### src/rtl/dct8_sched.sv
// Row scheduler / flow controller for the 8-point DCT core: accept handshake, credit
// flow control, latency-matched output tagging. Optional stall counter via DCT8_SCHED_STATS_EN.
module dct8_sched #(
   parameter int unsigned LAT     = 2,
   parameter int unsigned ROWS    = 8,
   parameter int unsigned CREDITS = 4
) (
   input  logic       clk,
   input  logic       rst,
   input  logic       s_valid,
   output logic       s_ready,
   output logic       core_load,
   output logic       m_valid,
   output logic [2:0] m_row,
   output logic       m_first,
   output logic       m_last,
   input  logic       m_credit,
   output logic       busy,
   output logic       blk_done,
   output logic       err_credit
`ifdef DCT8_SCHED_STATS_EN
  ,output logic [15:0] stall_cnt
`endif
);

   localparam int unsigned CW = $clog2(CREDITS + 1);
   localparam logic [CW-1:0] CRED_MAX = CW'(CREDITS);
   localparam logic [2:0] ROW_LAST = 3'(ROWS - 1);

   typedef enum logic [1:0] {IDLE, ACCEPT, DRAIN} state_t;

   typedef struct packed {
      logic       vld;
      logic [2:0] row;
   } stage_t;

   state_t          state;
   state_t          state_nxt;
   logic [CW-1:0]   credit_cnt;
   logic [2:0]      row_cnt;
   stage_t          pipe [LAT];
   logic            acc;
   logic            take_last;
   logic            pipe_busy;

   assign s_ready   = (credit_cnt != '0) & rst;
   assign acc       = s_valid & s_ready;
   assign core_load = acc;
   assign take_last = acc & (row_cnt == ROW_LAST);

   // Credit counter: an accept spends one entry, a returned credit refunds one
   always_ff @(posedge clk or negedge rst) begin
      if (!rst) begin
         credit_cnt <= CRED_MAX;
         err_credit <= 1'b0;
      end else begin
         unique case ({acc, m_credit})
            2'b10: credit_cnt <= credit_cnt - CW'(1);
            2'b01: begin
               if (credit_cnt == CRED_MAX) err_credit <= 1'b1;
               else                        credit_cnt <= credit_cnt + CW'(1);
            end
            default: ;
         endcase
      end
   end

   always_ff @(posedge clk or negedge rst) begin
      if (!rst)     row_cnt <= 3'd0;
      else if (acc) row_cnt <= (row_cnt == ROW_LAST) ? 3'd0 : row_cnt + 3'd1;
   end

   // Shadow of the core pipeline; the final stage lines up with y0..y7
   always_ff @(posedge clk or negedge rst) begin
      if (!rst) begin
         for (int i = 0; i < LAT; i++) pipe[i] <= '0;
      end else begin
         pipe[0] <= '{vld: acc, row: row_cnt};
         for (int i = 1; i < LAT; i++) pipe[i] <= pipe[i-1];
      end
   end

   always_comb begin
      pipe_busy = 1'b0;
      for (int i = 0; i < LAT; i++) pipe_busy = pipe_busy | pipe[i].vld;
   end

   assign m_valid  = pipe[LAT-1].vld;
   assign m_row    = pipe[LAT-1].row;
   assign m_first  = m_valid & (m_row == 3'd0);
   assign m_last   = m_valid & (m_row == ROW_LAST);
   assign blk_done = m_last;

   always_ff @(posedge clk or negedge rst) begin
      if (!rst) state <= IDLE;
      else      state <= state_nxt;
   end

   // Next block's row 0 may be taken straight out of DRAIN without a bubble
   always_comb begin
      state_nxt = state;
      unique case (state)
         IDLE:    if (acc) state_nxt = take_last ? DRAIN : ACCEPT;
         ACCEPT:  if (take_last) state_nxt = DRAIN;
         DRAIN: begin
            if (acc)             state_nxt = take_last ? DRAIN : ACCEPT;
            else if (!pipe_busy) state_nxt = IDLE;
         end
         default: state_nxt = IDLE;
      endcase
   end

   assign busy = (state != IDLE);

`ifdef DCT8_SCHED_STATS_EN
   always_ff @(posedge clk or negedge rst) begin
      if (!rst)                                          stall_cnt <= 16'd0;
      else if (blk_done)                                 stall_cnt <= 16'd0;
      else if (s_valid && !s_ready && stall_cnt != 16'hFFFF) stall_cnt <= stall_cnt + 16'd1;
   end
`endif

endmodule

### config.mk
export PLATFORM = sky130hd
export DESIGN_NAME = dct8_sched
export DESIGN_NICKNAME = d
export VERILOG_FILES = /design/src/rtl/dct8_sched.sv
export SDC_FILE = /design/constraint.sdc
export NUM_CORES = 1
export LEC_CHECK = 0
export CORE_MARGIN = 5
export CORE_UTILIZATION = 40
export DETAILED_ROUTE_END_ITERATION = 8
export PLACE_DENSITY = 0.66
export SLEW_MARGIN = 0
export SYNTH_ARGS = -nofsm -noshare
export SYNTH_HDL_FRONTEND = slang
export SYNTH_SLANG_ARGS = --single-unit
### constraint.sdc
create_clock -name clk -period 1.9 [get_ports clk]
set_clock_uncertainty 0.1 [all_clocks]
set_input_delay 0.475 -clock clk [delete_from_list [all_inputs] [get_ports clk]]
set_output_delay 0.475 -clock clk [all_outputs]
set_load 0.02 [all_outputs]
==> impl_metrics.json, run 1 <==
{
  "status": "finished with violations",
  "violations": "negative setup slack",
  "overflow": 0,
  "cts_root_buf": "clkbuf_4",
  "grt_pass1_vias": 624,
  "ant_nets": 0,
  "worst-r2r-cell-count": 6,
  "cts.sink_count": 17,
  "rr_endpoint": "credit_cnt[1]",
  "ys_ff_latch": 17,
  "cts_max_path_buffers": 2,
  "syn_avg_cell_area_um2": 12.0,
  "grt_max_degree": 17,
  "fin_crit_sh": 1.03,
  "clk_latency_ns": 0.30,
  "period_needed_ns": 1.96,
  "max_cap_viol_count": 0,
  "critPathLaunchType": "flop",
  "hold_violations": 0,
  "slowest_stage": "dfrtp_2",
  "dpl_cell_area_um2": 1090,
  "die_area_um2": 3150,
  "grt_pass1_wl_um": 2770,
  "max_slew_margin": 0.822,
  "ir_worst_vdd_v": 0.000858,
  "crit_buf_inv": 3,
  "io_pins": 15,
  "critPathRequiredTime_ns": 1.32,
  "drive_gt1_frac": 0.417,
  "rrSetupSlack_ns": -0.05,
  "synthToLayoutAreaGrowth_pct": 36.0,
  "yosysMostFrequentCell": "dfrtp_1",
  "num_vias": 643,
  "die_h_um": 56.1,
  "cts_buffers": 3,
  "grtUsageTotal": 0.113,
  "die_w_um": 56.1,
  "p_leak_nw": 0.566,
  "num_rows": 16,
  "max_freq_ghz": 0.509,
  "worst_slack_ns": -0.0641,
  "wl_um": 1700,
  "clk_pin_slew_ns": 0.11,
  "power.internal_mw": 1.02,
  "dp_hpwl_um": 1230,
  "ys_seq_area_frac": 0.501,
  "power_switching_mw": 0.606,
  "drcViolationCount": 0,
  "p_clk_frac": 0.124,
  "yosys_warnings": 0,
  "cp_cell_sequence": "o311ai_4 -> buf_4 -> inv_4 -> buf_6",
  "synthArstFlopShare": 1.00,
  "synth_cell_types": 37,
  "synth_fp_nets": 78,
  "place_congestion": 0.849,
  "diodes": 0,
  "swShare": 0.373,
  "synth_cells": 71,
  "htreeDepth": 1,
  "arrival_ns": 1.39,
  "setup_violations": 2,
  "slew_violations": 0,
  "wl_per_cell_um": 13.1,
  "drt-pass1-iter-count": 4,
  "post-place-ws_ns": -0.537,
  "seqPwrFrac": 0.388,
  "hold_buffers": 0,
  "p_per_area_nw_per_um2": 1400,
  "via_per_inst": 4.95,
  "synthTopCellsByArea": "dfrtp_1 47%, nand2_1 4.0%, buf_4 3.5%",
  "crit_family": "flip-flops",
  "hold_path.class": "primary input to asynchronous set/reset pin",
  "cp-end-kind": "primary output",
  "nNetsFinal": 111,
  "crit_fanout": 3,
  "synth-edff-count": 0,
  "fin_area_um2": 1160,
  "rsz0062_at_grt": "yes",
  "antenna_found_initial": 0,
  "start_util": 0.425,
  "worstMarginPinSlew_ns": 0.266,
  "rr_startpoint": "credit_cnt[1]",
  "synth_commonest_cells": "16 x dfrtp_1, 9 x nand2_1, 4 x buf_4, 4 x nor2_1",
  "syn_area_um2": 851,
  "p_comb_frac": 0.488,
  "cts_tree": "built",
  "path_class": "flop to primary output",
  "drtIter0Drc": 11,
  "synth_flop_cell": "dfrtp_1",
  "port_buffers": 14,
  "synth_top_area_cell": "dfrtp_1",
  "max_stage_delay_ns": 0.46,
  "yosys.area.top_type_share": 0.471,
  "coreArea_um2": 2000
}
worst register-to-register path, stage by stage (launching register included):
cell and delay (ns):
dfrtp_2 0.46, o311ai_4 0.31, buf_6 0.16, nand2_4 0.04
fa_2 0.54, o2111a_1 0.17, o22a_1 0.12
worst max-delay path by stage:
stage	depth (start not counted)	start	endpoint	slack, ns
2_1_floorplan	6	credit_cnt[2]	credit_cnt[1]	-0.02
3_3_place_gp	3	rst	s_ready	-0.52
3_5_place_dp	4	rst	core_load	-0.54
4_1_cts	6	credit_cnt[0]	credit_cnt[1]	-0.06
5_1_grt	6	credit_cnt[1]	credit_cnt[1]	-0.13
6_report	4	credit_cnt[1]	core_load	-0.06
flip-flops by register name, indices dropped and copies added, names as in the netlist:
register / cells
err_credit: 1
state: 2
row_cnt: 3
m_row: 3
pipe: 4
credit_cnt: 3
m_valid: 1
area by class of cell:
| class | instances | area, um2 |
|---|---|---|
| clock buffers | 3 | 22.5 |
| clock inverters | 1 | 5.00 |
| fillers | 181 | 845 |
| inverters | 3 | 13.8 |
| multi-input cells | 45 | 377 |
| flip-flops and latches | 17 | 428 |
| well taps | 27 | 33.8 |
| repair buffers | 34 | 278 |
cell families (layout without fill, tap and decap cells):
logic type               count (synthesis)  in the layout  share of synthesized area
buffers and inverters                    9             41                     0.0706
multiplexers                             1              1                     0.0176
flip-flops                              17             17                      0.501
AO/OA/AOI/OAI                           17             17                      0.209
XOR/XNOR                                 2              2                     0.0206
adder cells (fa/ha/maj)                  3              3                     0.0529
AND/OR/NAND/NOR                         22             22                      0.128
power groups by stage:
stage | clock (mW) | combinational (mW) | sequential, mW
after floorplan | 0 | 0.451 | 0.638
after global placement | 0 | 0.744 | 0.634
after detailed placement | 0 | 0.760 | 0.637
after CTS | 0.205 | 0.749 | 0.629
after global routing | 0.224 | 0.865 | 0.644
final | 0.201 | 0.793 | 0.630
through the flow:
stage                util  TNS [ns]  hold slack [ns]  power (mW)  instances
finish              0.578    -0.112            0.213        1.62        130
global route        0.578    -0.272            0.209        1.73        130
CTS                 0.554   -0.0936            0.202        1.58        125
detailed placement  0.545     -2.27            0.235        1.40        121
global placement    0.545     -2.11            0.232        1.38        121
floorplan               -   -0.0185           0.0794        1.09         71
per-layer routing:
metal | GRT usage | part of all wire | vias to the layer above
li1 | - | - | 314
met1 | 0.151 | 0.46 | 311
met2 | 0.165 | 0.47 | 14
met3 | 0.0302 | 0.052 | 4
met4 | 0.0610 | 0.015 | 0
met5 | 0 | 0 | -
repair_timing:
item / CTS / global route
gates resized for setup: 20 / 10
buffers inserted: 0 / 5
setup endpoints to repair: 8 / 7
hold endpoints to repair: 0 / 0
gates cloned: 0 / 0
pin swaps: 0 / 3
cell usage in the layout (no fill, tap or decap), types with 2 or more instances in the layout:
master and instances:
buf_2 2, buf_4 19, buf_6 2, clkbuf_4 3
clkdlybuf4s50_1 5, dfrtp_1 15, dlygate4sd2_1 4, ha_1 2
inv_1 2, nand2_1 8, nor2_1 3, o22a_1 2
or2_2 2, xor2_1 2
(Power assumes the default switching activity.)
==> inputs of run 2 (changes only) <==
- MAX_ROUTING_LAYER: default -> met4
==> results of run 2 <==
Same layout as run 1: the final DEF is identical, and so are final timing and power.
Main changes from that run: final weighted congestion in routability-driven placement 0.849 -> 0.862; overall routing resource usage 0.113 -> 0.116
==> RTL change 1: new RTL, settings of run 1 <==
Put one more register stage on the output `err_credit`, with the module's reset. The value now appears one clock later. The other outputs are not delayed to match.
--- a/src/rtl/dct8_sched.sv
+++ b/src/rtl/dct8_sched.sv
@@ -34,6 +34,8 @@
       logic [2:0] row;
    } stage_t;
 
+   logic err_credit_s0;
+
    state_t          state;
    state_t          state_nxt;
    logic [CW-1:0]   credit_cnt;
@@ -52,12 +54,12 @@
    always_ff @(posedge clk or negedge rst) begin
       if (!rst) begin
          credit_cnt <= CRED_MAX;
-         err_credit <= 1'b0;
+         err_credit_s0 <= 1'b0;
       end else begin
          unique case ({acc, m_credit})
             2'b10: credit_cnt <= credit_cnt - CW'(1);
             2'b01: begin
-               if (credit_cnt == CRED_MAX) err_credit <= 1'b1;
+               if (credit_cnt == CRED_MAX) err_credit_s0 <= 1'b1;
                else                        credit_cnt <= credit_cnt + CW'(1);
             end
             default: ;
@@ -120,5 +122,13 @@
    end
 `endif
 
+   always_ff @(posedge clk or negedge rst) begin
+      if (!rst) begin
+         err_credit <= '0;
+      end else begin
+         err_credit <= err_credit_s0;
+      end
+   end
+
 endmodule
 
Formal check against the unedited RTL: not equivalent (Yosys sat finds a counterexample within 4 cycles, from zero or initial values and one cycle with rst low).
==> RTL change 1 against run 1 <==
- the flow still finishes with violations (negative setup slack)
- critical path depth did not move
- worst setup slack got worse by 30 ps
- synthesized area rose by 0.44%
- routed wire length fell by 5.4%
- register-to-register slack got worse by 40 ps
- cell area rose by 1.4%
- sequential cell count rose by 1
- utilization rose by 0.81 points
- combinational power fell by 2%
- power rose by 2.7%
- fmax fell by 1.5%
- non-clock buffer count rose by 1
==> RTL change 1: results (changes against run 1) <==
| Metric | Value |
|---|---|
| Status | complete, but fails checks |
| Failing checks | negative setup slack |
| Clock Latency Late Sink | 280 ps (-20 ps) |
| Dpl hpwl | 1.198 mm (-2.7%) |
| Drt initial violations | 12 (+1) |
| Final WS setup | -94.23 ps (-30.14 ps) |
| Vias in the first global route | 606 (-2.9%) |
| Avg WL per Cell | 12.03 µm (-8.2%) |
| Synth top cells by count | dfrtp_1 (17), nand2_1 (11), buf_4 (4), inv_1 (3) |
| Layout fillers | 178 (-1.7%) |
| Sequential share of the synthesized area | 0.5286 (+0.02708) |
| Warnings, synthesis | 0 (unchanged) |
| Slowest CP cell | dfrtp_1 |
| Leakage | 0.5539 nW (-2.2%) |
| Sw Share | 0.3481 (-0.02495) |
| RePlAce Congestion | 0.8084 (-4.8%) |
| All-Layer GR Usage | 0.1056 (-0.007554) |
| Share of cells above drive strength 1 | 0.3458 (-0.07168) |
| Clk slew on worst S/H paths | 100 ps |
| Final net count | 115 (+3.6%) |
| Rel. slew slack | 0.7997 (-0.02243) |
| First-pass GRT wire length | 2.649 mm (-4.2%) |
| Largest net degree at the start of global routing | 14 (-3) |
| Synth area leaders | dfrtp_1 (50%), nand2_1 (4.8%), buf_4 (3.5%), dfstp_2 (3.1%), o311ai_4 (3.1%) |
| Post-place setup slack | -530.1 ps (+7.096 ps) |
| Slowest cell delay on critical path | 430 ps (-30 ps) |
| Crit path max fanout | 4 (+1) |
| Syn_nets | 81 (+3.8%) |
| Setup-failing EPs final | 3 (+1) |
RTL change 1: cell types whose count changed in the layout (fill, tap and decap cells not counted), moves of 2 or more:
cell	run 1	this run
buf_2	2	0
dfrtp_1	15	17
inv_2	0	2
nand2_1	8	11
o22a_1	2	0
xnor2_1	0	2
xor2_1	2	0
RTL change 1: power groups by stage:
stage	sequential [mW]	clock, mW	combinational, mW
floorplan	0.675	0	0.428
global placement	0.660	0	0.698
detailed placement	0.667	0	0.714
CTS	0.659	0.244	0.705
global route	0.679	0.262	0.865
finish	0.658	0.229	0.779
RTL change 1: cell families (layout without fill, tap and decap cells):
kind of cell,Yosys count,count (layout),synth area share
compound gates,16,16,0.1786
xor+xnor,2,2,0.02050
buf+inv,10,43,0.07173
simple gates,25,25,0.1479
flops,18,18,0.5286
fa+ha+maj,3,3,0.05270
RTL change 1: area by class of cell:
cell class	count	area share
Tap cell	27	0.02878
Multi-Input combinational cell	46	0.2932
Inverter	4	0.01279
Timing Repair Buffer	35	0.2495
Sequential cell	18	0.3849
Clock buffer	4	0.03092
RTL change 1: repair_timing:
action / CTS / global route
resized for setup: 20 / 5
gates cloned: 0 / 0
pin swaps: 0 / 3
endpoints found under the setup margin: 9 / 6
setup buffers: 0 / 6
RTL change 1: final timing paths:
| check | startpoint | to | slack [ps] | depth (start not counted) |
|---|---|---|---|---|
| max | credit_cnt[1] | s_ready | -90 | 4 |
| max in group asynchronous | rst | credit_cnt[2] | 1240 | 2 |
| max reg2reg | credit_cnt[1] | credit_cnt[2] | -90 | 6 |
| min reg2reg | pipe[4] | m_row[0] | 250 | 0 |
| min | rst | row_cnt[1] | 240 | 2 |
| min in group clk | pipe[4] | m_row[0] | 250 | 0 |
RTL change 1: worst max-delay path, delay by kind of cell (launching register included):
family                 cells  cell delay, ps
DFF                        1             430
buffers and inverters      3             400
AOI/OAI and AO/OA          1             300
RTL change 1: stage by stage:
stage / cell area, µm² / instances / TNS (ps) / hold slack, ps
floorplan: 857.1 / 74 / -320.3 / 79.41
global placement: 1097 / 124 / -2037 / 234.2
detailed placement: 1097 / 124 / -2050 / 236.2
CTS: 1124 / 128 / -247.8 / 228.0
global route: 1174 / 134 / -572.1 / 245.7
finish: 1174 / 134 / -189.2 / 244.4
RTL change 1: per-layer routing:
layer	routed length, µm	vias to the layer above	GRT usage
met2	781	8	0.1736
met4	7	0	0.04068
met5	0	-	0
met1	753	307	0.1329
li1	-	326	-
met3	69	2	0.02552
==> RTL change 2: new RTL, flow settings as in run 1 <==
Without the edit above. The option `DCT8_SCHED_STATS_EN` is turned on by a define.
--- a/src/rtl/dct8_sched.sv
+++ b/src/rtl/dct8_sched.sv
@@ -1,5 +1,7 @@
 // Row scheduler / flow controller for the 8-point DCT core: accept handshake, credit
 // flow control, latency-matched output tagging. Optional stall counter via DCT8_SCHED_STATS_EN.
+`define DCT8_SCHED_STATS_EN
+
 module dct8_sched #(
    parameter int unsigned LAT     = 2,
    parameter int unsigned ROWS    = 8,
Formal check against the unedited RTL (old outputs only; new: stall_cnt): equivalent (Yosys induction, for registers that start in step).
==> RTL change 2 against run 1 <==
- the flow still finishes with violations (negative setup slack)
- hold slack better by 37 ps
- die area is 80% higher
- cell area is 130% higher
- worst setup slack better by 30 ps
- routed wire length grew to 2.9 times the old value
- power is 130% higher
- sequential cell count is 16 higher
- synthesized area is 100% higher
- critical endpoint unchanged
- largest power group unchanged
==> RTL change 2: results (changes against run 1) <==
| Metric | Value |
|---|---|
| Status | complete, but fails checks |
| Failing checks | negative setup slack |
| Slowest cell delay on critical path | 430 ps (-30 ps) |
| Clock network power share | 0.210 (+0.086) |
| Non-Filler Instances | 291 (+120%) |
| Final net count | 248 (+120%) |
| Final WS setup | -34.41 ps (+29.68 ps) |
| Worst hold path class | register to register |
| Share of cells above drive strength 1 | 0.4025 (-0.01499) |
| Clk slew on worst S/H paths | 70 ps (-40 ps) |
| Syn_nets | 176 (+130%) |
| RePlAce Congestion | 0.8712 (+2.6%) |
| Total power | 3.746 mW (+130%) |
| Seq power | 1.23 mW (+95%) |
| Non-clk bufs | 74 (+120%) |
| Synth top cells by count | dfrtp_1 (32), nand2_1 (23), a21oi_1 (13), mux2i_1 (8), o21ai_0 (8) |
| Post-place setup slack | -594.3 ps (-57.09 ps) |
| Placed cell count | 277 (+130%) |
| I/O Buffers | 30 (+16) |
| Sequential cell area | 830.8 µm² (+94%) |
| Avg WL per Cell | 16.93 µm (+29%) |
| First-pass GRT wire length | 8.010 mm (+190%) |
| Setup-failing EPs final | 1 (-1) |
| Util after Layout | 0.6596 (+0.08145) |
| Setup crit start | credit_cnt[0] |
| Reg2Reg Setup Slack | 10 ps (+60 ps) |
| Hold WS | 249.5 ps (+36.84 ps) |
| Layout fillers | 305 (+69%) |
| Synth area leaders | dfrtp_1 (47%), nand2_1 (5.1%), mux2i_1 (4.7%), a21oi_1 (3.8%), o31ai_1 (2.6%) |
| CTS-repair resized insts | 52 (+160%) |
RTL change 2: cell count changes in the layout (fill, tap and decap cells not counted), moves of 4 or more:
cell	delta
buf_4	+20
dfrtp_1	+14
dlygate4sd2_1	+13
nand2_1	+12
mux2i_1	+8
a21oi_1	+7
nand2b_1	+7
a21oi_2	+5
buf_6	+5
clkbuf_8	+5
nand4_1	+4
o21ai_0	+4
RTL change 2: metal layers:
layer  share of wire  routed length, µm  track usage  vias up
met2            0.52               2576       0.3116       53
met4           0.011                 55      0.04854        0
li1                -                  -            -      771
met1            0.41               2022       0.2350      799
met3           0.055                271      0.05013        7
met5               0                  0            0        -
RTL change 2: logic make-up after synthesis:
group / Yosys count / synth area share
xor gates and xnor gates: 1 / 0.005133
adders and majority gates: 4 / 0.03373
and+or+nand+nor: 65 / 0.2089
buffers and inverters: 14 / 0.04105
DFF: 33 / 0.4846
AOI/OAI and AO/OA: 43 / 0.1796
muxes: 8 / 0.04692
